[src/rtl/tick_sequencer.sv]
// tick_sequencer: programmable burst tick generator with start/stop handshake.
// Define TICK_SEQ_CONTINUOUS_EN to accept burst==0 as an endless tick stream.
module tick_sequencer #(
    parameter int CNT_W   = 8,
    parameter int BURST_W = 8
) (
    input  logic               clk_i,
    input  logic               rst_ni,
    input  logic               start_i,
    input  logic               stop_i,
    input  logic [CNT_W-1:0]   period_i,
    input  logic [BURST_W-1:0] burst_i,
    output logic               busy_o,
    output logic               tick_o,
    output logic               done_o,
    output logic [BURST_W-1:0] ticks_left_o
);
`ifdef TICK_SEQ_CONTINUOUS_EN
    localparam bit CONT_EN = 1'b1;
`else
    localparam bit CONT_EN = 1'b0;
`endif

    typedef enum logic {IDLE, RUN} state_e;

    state_e             state_q, state_d;
    logic [CNT_W-1:0]   cnt_q, cnt_d, period_q, period_d;
    logic [BURST_W-1:0] left_q, left_d;
    logic               cont_q, cont_d, busy_q, busy_d, tick_q, tick_d, done_q, done_d;
    logic               accept, terminal;

    assign accept   = (period_i != '0) && ((burst_i != '0) || CONT_EN);
    assign terminal = (cnt_q == period_q - CNT_W'(1));

    always_comb begin
        state_d  = state_q;
        cnt_d    = cnt_q;
        period_d = period_q;
        left_d   = left_q;
        cont_d   = cont_q;
        busy_d   = busy_q;
        tick_d   = 1'b0;
        done_d   = 1'b0;
        if (state_q == IDLE) begin
            if (start_i && !stop_i) begin
                if (accept) begin
                    state_d  = RUN;
                    busy_d   = 1'b1;
                    cnt_d    = '0;
                    period_d = period_i;
                    left_d   = burst_i;
                    cont_d   = (burst_i == '0);
                end else begin
                    done_d = 1'b1;
                end
            end
        end else if (stop_i) begin
            // Stop takes priority over a coincident terminal count.
            state_d = IDLE;
            busy_d  = 1'b0;
            cnt_d   = '0;
            left_d  = '0;
        end else if (terminal) begin
            cnt_d  = '0;
            tick_d = 1'b1;
            if (!cont_q) begin
                left_d = left_q - BURST_W'(1);
                if (left_q == BURST_W'(1)) begin
                    state_d = IDLE;
                    busy_d  = 1'b0;
                    done_d  = 1'b1;
                end
            end
        end else begin
            cnt_d = cnt_q + CNT_W'(1);
        end
    end

    always_ff @(posedge clk_i or negedge rst_ni) begin
        if (!rst_ni) begin
            state_q  <= IDLE;
            cnt_q    <= '0;
            period_q <= '0;
            left_q   <= '0;
            cont_q   <= 1'b0;
            busy_q   <= 1'b0;
            tick_q   <= 1'b0;
            done_q   <= 1'b0;
        end else begin
            state_q  <= state_d;
            cnt_q    <= cnt_d;
            period_q <= period_d;
            left_q   <= left_d;
            cont_q   <= cont_d;
            busy_q   <= busy_d;
            tick_q   <= tick_d;
            done_q   <= done_d;
        end
    end

    assign busy_o       = busy_q;
    assign tick_o       = tick_q;
    assign done_o       = done_q;
    assign ticks_left_o = left_q;
endmodule

[config.mk]
export PLATFORM = sky130hd
export DESIGN_NAME = tick_sequencer
export DESIGN_NICKNAME = d
export VERILOG_FILES = /design/src/rtl/tick_sequencer.sv
export SDC_FILE = /design/constraint.sdc
export NUM_CORES = 1
export LEC_CHECK = 0
export CORE_MARGIN = 2
export CORE_UTILIZATION = 50
export CTS_CLUSTER_SIZE = 8
export DETAILED_ROUTE_END_ITERATION = 12
export DONT_BUFFER_PORTS = 1
export PLACE_DENSITY = 0.72
export SLEW_MARGIN = 30
export SYNTH_ARGS = -nofsm -noshare
export SYNTH_HDL_FRONTEND = slang
export SYNTH_SLANG_ARGS = --single-unit
[constraint.sdc]
create_clock -name clk_i -period 3.6 [get_ports clk_i]
set_input_delay 0.72 -clock clk_i [delete_from_list [all_inputs] [get_ports clk_i]]
set_output_delay 0.72 -clock clk_i [all_outputs]
set_load 0.05 [all_outputs]
Yosys cells after proc, flatten, opt, wreduce, memory -nomap -nowiden
Index checks and enable logic that the tools add are counted.

storage, ports and cells
  flip-flop bits (word level) = 29
  latch bits = 0
  memory bits (writable) = 0
  memory bits (read-only) = 0
  input bits = 20
  memories = 0

cells by class
  $add $sub $neg = 3
  multipliers = 0
  divide/modulo/power cells = 0
  $lt $le $gt $ge = 0
  eq/ne operators = 5
  shift-type cells = 0
  multiplexer cells = 35
  bitwise operators = 1
  reduce and logical (&&, ||, !) cells = 12

operator list
  operator                                                                number
  8-bit 2-to-1 mux                                                        11
  1-bit 2-to-1 mux                                                        24
  8-bit nonzero test                                                      2
  8-bit by 1-bit subtractor with 8-bit output (second input constant)     2
  8-bit by 1-bit adder with 8-bit output (second input constant)          1
  8-bit by 1-bit equality test with 1-bit output (second input constant)  1
  8-bit equality test                                                     1
  8-bit logical NOT                                                       1
  3-bit by 2-bit != test with 1-bit output (second input constant)        2
  5-bit AND reduction                                                     1
  4-bit AND reduction                                                     1
  2-bit nonzero test                                                      2
  3-bit != test (second input constant)                                   1
  3-bit AND reduction                                                     1
  1-bit logical AND                                                       2
  2-bit AND reduction                                                     1
  1-bit logical NOT                                                       1
  1-bit NOT                                                               1

Depth between registers and ports, before layout
  word-level depth = 6
  depth in mapped cells = 9
  mapped depth without buffers = 8

Least setup slack after synthesis
OpenSTA, ideal clock, no wires.

  kind = input to register
  from = input port burst_i[2]
  to = register period_q[0]
  library setup time = 0.125 ns
  arrival time = 2.321 ns
  data required time = 3.475 ns
  setup slack = 1.154 ns
  cell stages on the path = 6
  buffers on the path = 1
  cells stage by stage = or4_1 -> nor2_1 -> nor3_1 -> nand2_1 -> clkbuf_1 -> mux2_2

on the way
  longest elaborated chain between the ends = 3

RTL lines
  element                        RTL line  RTL
  start, declared                12        input logic [BURST_W-1:0] burst_i,
  8-bit nonzero test             32        assign accept = (period_i != '0) && ((burst_i != '0) || CONT_EN);
  1-bit logical AND              32
  3-bit AND reduction (no line)  -
  end signal, assigned           92        period_q <= period_d;
  end, declared                  27        logic [CNT_W-1:0] cnt_q, cnt_d, period_q, period_d;

Every way passes these cells.
A chain may end at the register's enable or synchronous reset.

Final worst setup path
  from = register period_q[2]
  to = register left_q[6], in the netlist ticks_left_o[6]

on the way
  longest elaborated chain between the ends = 4

RTL lines
  element                                             RTL line  RTL
  8-bit by 1-bit subtractor with 8-bit output         33        assign terminal = (cnt_q == period_q - CNT_W'(1));
  8-bit equality test                                 33
  3-bit by 2-bit != test with 1-bit output (no line)  -
  4-bit AND reduction (no line)                       -
  end signal, assigned                                93        left_q <= left_d;
  end, declared                                       28        logic [BURST_W-1:0] left_q, left_d;

Every way passes these cells.

==> impl_metrics.sql <==
INSERT INTO impl_metrics (metric_group, metric, value, unit) VALUES
('synthesis', 'yosys.area.top_type_share', '0.360', ''),
('detailed_routing', 'via_count', '1741', ''),
('critical_path', 'timing.setup.critical_path_class', 'flip-flop to flip-flop', ''),
('timing', 'min_period_over_period', '0.731', ''),
('synthesis', 'post_synth_most_frequent_cells', 'sky130_fd_sc_hd__dfrtp_1 (29), sky130_fd_sc_hd__nand2_1 (25), sky130_fd_sc_hd__inv_1 (13)', ''),
('critical_path', 'critical_path.endpoint_type', 'flip-flop', ''),
('synthesis', 'portion_of_netlist_area_occupied_by_mux_cells', '0.0658', ''),
('critical_path', 'worstPathRequired', '3.76', 'ns'),
('timing', 'post-route-min-period', '2.63', 'ns'),
('clock_network', 'cts.root.buffer_cell', 'sky130_fd_sc_hd__clkbuf_8', ''),
('detailed_routing', 'drc_violation_count_after_routing', '0', ''),
('synthesis', 'cell_with_the_most_instances_after_synthesis', 'sky130_fd_sc_hd__dfrtp_1', ''),
('placed_design', 'port_buffers', '0', ''),
('global_route', 'first_pass_grt_wire_length', '7890', 'microns'),
('synthesis', 'synth_top_flop_cell', 'sky130_fd_sc_hd__dfrtp_1', ''),
('timing', 'drv_slew', '0', ''),
('job', 'drv_cap', '0', ''),
('synthesis', 'synth_cell_type_count', '56', ''),
('clock_network', 'post_cts_setup_buffers', '0', ''),
('pwr', 'cellPowerDensity', '528', 'nW/um^2'),
('detailed_routing', 'route.detailed.vias_per_inst', '6.38', ''),
('placed_design', 'globalplace.congestion', '0.810', ''),
('status', 'run_status', 'complete, no violations', ''),
('detailed_routing', 'drtIter0Drc', '134', ''),
('layout', 'drive_gt1_frac', '0.117', ''),
('placed_design', 'dpl-instance-area', '2040', 'sq um'),
('clock_network', 'htreeDepth', '2', ''),
('timing', 'timing_hold_violations_final', '0', ''),
('floorplanning', 'die_span_in_x', '67.5', 'microns'),
('timing', 'finalSetupTns', '0', 'ns'),
('global_route', 'antenna_found_initial', '0', ''),
('layout', 'final_cell_area', '2130', 'sq um'),
('floorplanning', 'row_count', '23', ''),
('synthesis', 'syn_area_per_cell', '8.92', 'sq um'),
('critical_path', 'cp.buffers_inverters', '0', ''),
('pwr', 'worst_ir_drop_vdd', '296', 'uV'),
('clock_network', 'clk_path_buf_depth', '2', ''),
('floorplanning', 'die_h', '67.5', 'microns'),
('global_route', 'track_usage', '0.232', ''),
('synthesis', 'synth_enable_flop_cells', '0', ''),
('synthesis', 'synthesis.yosys.warnings', '0', ''),
('placed_design', 'detailedPlacementHpwl', '3570', 'microns'),
('critical_path', 'start_kind', 'flip-flop', ''),
('critical_path', 'timing.critical_path.cells', 'nor4_4 -> a21boi_1 -> nor4_2 -> o21bai_1 -> or4_1 -> a311o_1', ''),
('critical_path', 'timing.critical_path.slowest_stage_cell', 'sky130_fd_sc_hd__or4_1', ''),
('critical_path', 'crit_arrival', '2.79', 'ns'),
('floorplanning', 'ios', '31', ''),
('layout', 'number_of_diodes', '0', ''),
('pwr', 'cellLeakagePower', '0.846', 'nW'),
('detailed_routing', 'totalWireLength', '4800', 'microns'),
('synthesis', 'ys_seq_elements', '29', ''),
('synthesis', 'yosys.area_share.xor_xnor', '0.0434', ''),
('synthesis', 'synth.top_cells.by_area', 'sky130_fd_sc_hd__dfrtp_1 (36%), sky130_fd_sc_hd__mux2_2 (5.6%), sky130_fd_sc_hd__nand2_1 (4.7%)', ''),
('synthesis', 'yosysTopAreaCell', 'sky130_fd_sc_hd__dfrtp_1', ''),
('clock_network', 'cts_hold_buf', '0', ''),
('synthesis', 'synth_area', '2020', 'sq um'),
('pwr', 'power.total', '1.12', 'mW'),
('synthesis', 'seq_area_frac_synth', '0.360', ''),
('timing', 'final-setup-viol-count', '0', ''),
('critical_path', 'critical_path.max_stage_delay', '0.54', 'ns'),
('synthesis', 'synth_fp_nets', '250', ''),
('detailed_routing', 'wl_cell', '17.6', 'microns'),
('floorplanning', 'design.core.area', '3940', 'sq um'),
('detailed_routing', 'antenna_left', '0', ''),
('layout', 'num-nets-final', '247', ''),
('synthesis', 'synth_compound_gate_area_share', '0.212', ''),
('synthesis', 'post_synth_and_or_nand_nor_area_fraction', '0.243', ''),
('detailed_routing', 'drt-pass1-iter-count', '4', ''),
('hold_path', 'hold_path_class', 'input pin to asynchronous set/reset pin', ''),
('timing', 'worst_clock_skew', '0.00578', 'ns'),
('clock_network', 'cts_tree', 'yes', '');
-- path summary, 6_finish.rpt --
path,from,to,depth (start not counted),slack (ns)
min in group clk_i,stop_i,done_o$_DFF_PN0_,1,0.50
max in group asynchronous,rst_ni,ticks_left_o[5]$_DFFE_PN0P_,0,3.39
worst max register to register,period_q[2]$_DFFE_PN0P_,ticks_left_o[6]$_DFFE_PN0P_,6,0.97
worst min-delay path,rst_ni,ticks_left_o[4]$_DFFE_PN0P_,0,0.13
worst max-delay path,period_q[2]$_DFFE_PN0P_,ticks_left_o[6]$_DFFE_PN0P_,6,0.97
worst min register to register,period_q[1]$_DFFE_PN0P_,period_q[1]$_DFFE_PN0P_,1,0.58
-- report_power, final --
group          total [mW]  internal [mW]  switching [mW]  leakage [nW]
Combinational       0.298          0.130           0.168         0.433
Sequential          0.552          0.373           0.178         0.369
Clock               0.274          0.151           0.123        0.0443
-- routing by layer --
| metal | routed length [microns] | GRT usage |
|---|---|---|
| met1 | 2220 | 0.309 |
| met2 | 2210 | 0.353 |
| met3 | 278 | 0.0633 |
| met4 | 91 | 0.0995 |
| met5 | 0 | 0 |
-- sequential cells by signal (all words and copies together) (netlist names) --
signal and flops:
tick_o 1, state_q 1, done_o 1, period_q 8, cont_q 1, cnt_q 8
ticks_left_o 8, busy_o 1
-- cells in the final DEF, fill, tap and decap left out, types with 4 or more instances in the layout --
master / Yosys / final
sky130_fd_sc_hd__or4_1: 5 / 5
sky130_fd_sc_hd__nand2_1: 25 / 25
sky130_fd_sc_hd__inv_1: 13 / 13
sky130_fd_sc_hd__nor2_1: 12 / 12
sky130_fd_sc_hd__nor4_1: 4 / 4
sky130_fd_sc_hd__ha_1: 4 / 4
sky130_fd_sc_hd__o21ai_0: 10 / 10
sky130_fd_sc_hd__xor2_1: 4 / 4
sky130_fd_sc_hd__or3_1: 4 / 4
sky130_fd_sc_hd__mux2_2: 10 / 10
sky130_fd_sc_hd__xnor2_1: 6 / 6
sky130_fd_sc_hd__clkbuf_8: 0 / 6
sky130_fd_sc_hd__a21oi_1: 7 / 7
sky130_fd_sc_hd__nand3_1: 7 / 7
sky130_fd_sc_hd__nor3_1: 10 / 10
sky130_fd_sc_hd__o211ai_1: 8 / 8
sky130_fd_sc_hd__dfrtp_1: 29 / 29
-- cells by family after synthesis --
kind of cell | Yosys count
and+or+nand+nor | 88
AOI/OAI and AO/OA | 58
DFF | 29
buffers and inverters | 25
muxes | 12
xor gates and xnor gates | 10
adders and majority gates | 4
-- stage by stage --
| step | std cells | hold slack (ns) | util | worst slack (ns) |
|---|---|---|---|---|
| CTS | 273 | 0.121 | 0.540 | 0.980 |
| floorplan | 226 | 0.424 | - | 1.15 |
| finish | 273 | 0.130 | 0.540 | 0.968 |
| global placement | 266 | 0.426 | 0.518 | 0.905 |
| global route | 273 | 0.112 | 0.540 | 0.838 |
| detailed placement | 266 | 0.425 | 0.518 | 0.828 |
-- cell type report --
| class | instances | area [sq um] |
|---|---|---|
| Fill cell | 358 | 1820 |
| Multi-Input combinational cell | 172 | 1190 |
| Sequential cell | 29 | 726 |
| Clock buffer | 7 | 86.3 |
| Tap cell | 50 | 62.6 |
| Inverter | 13 | 48.8 |
| Timing Repair Buffer | 2 | 15.0 |
Note: power is estimated with default switching activity, not from simulation.
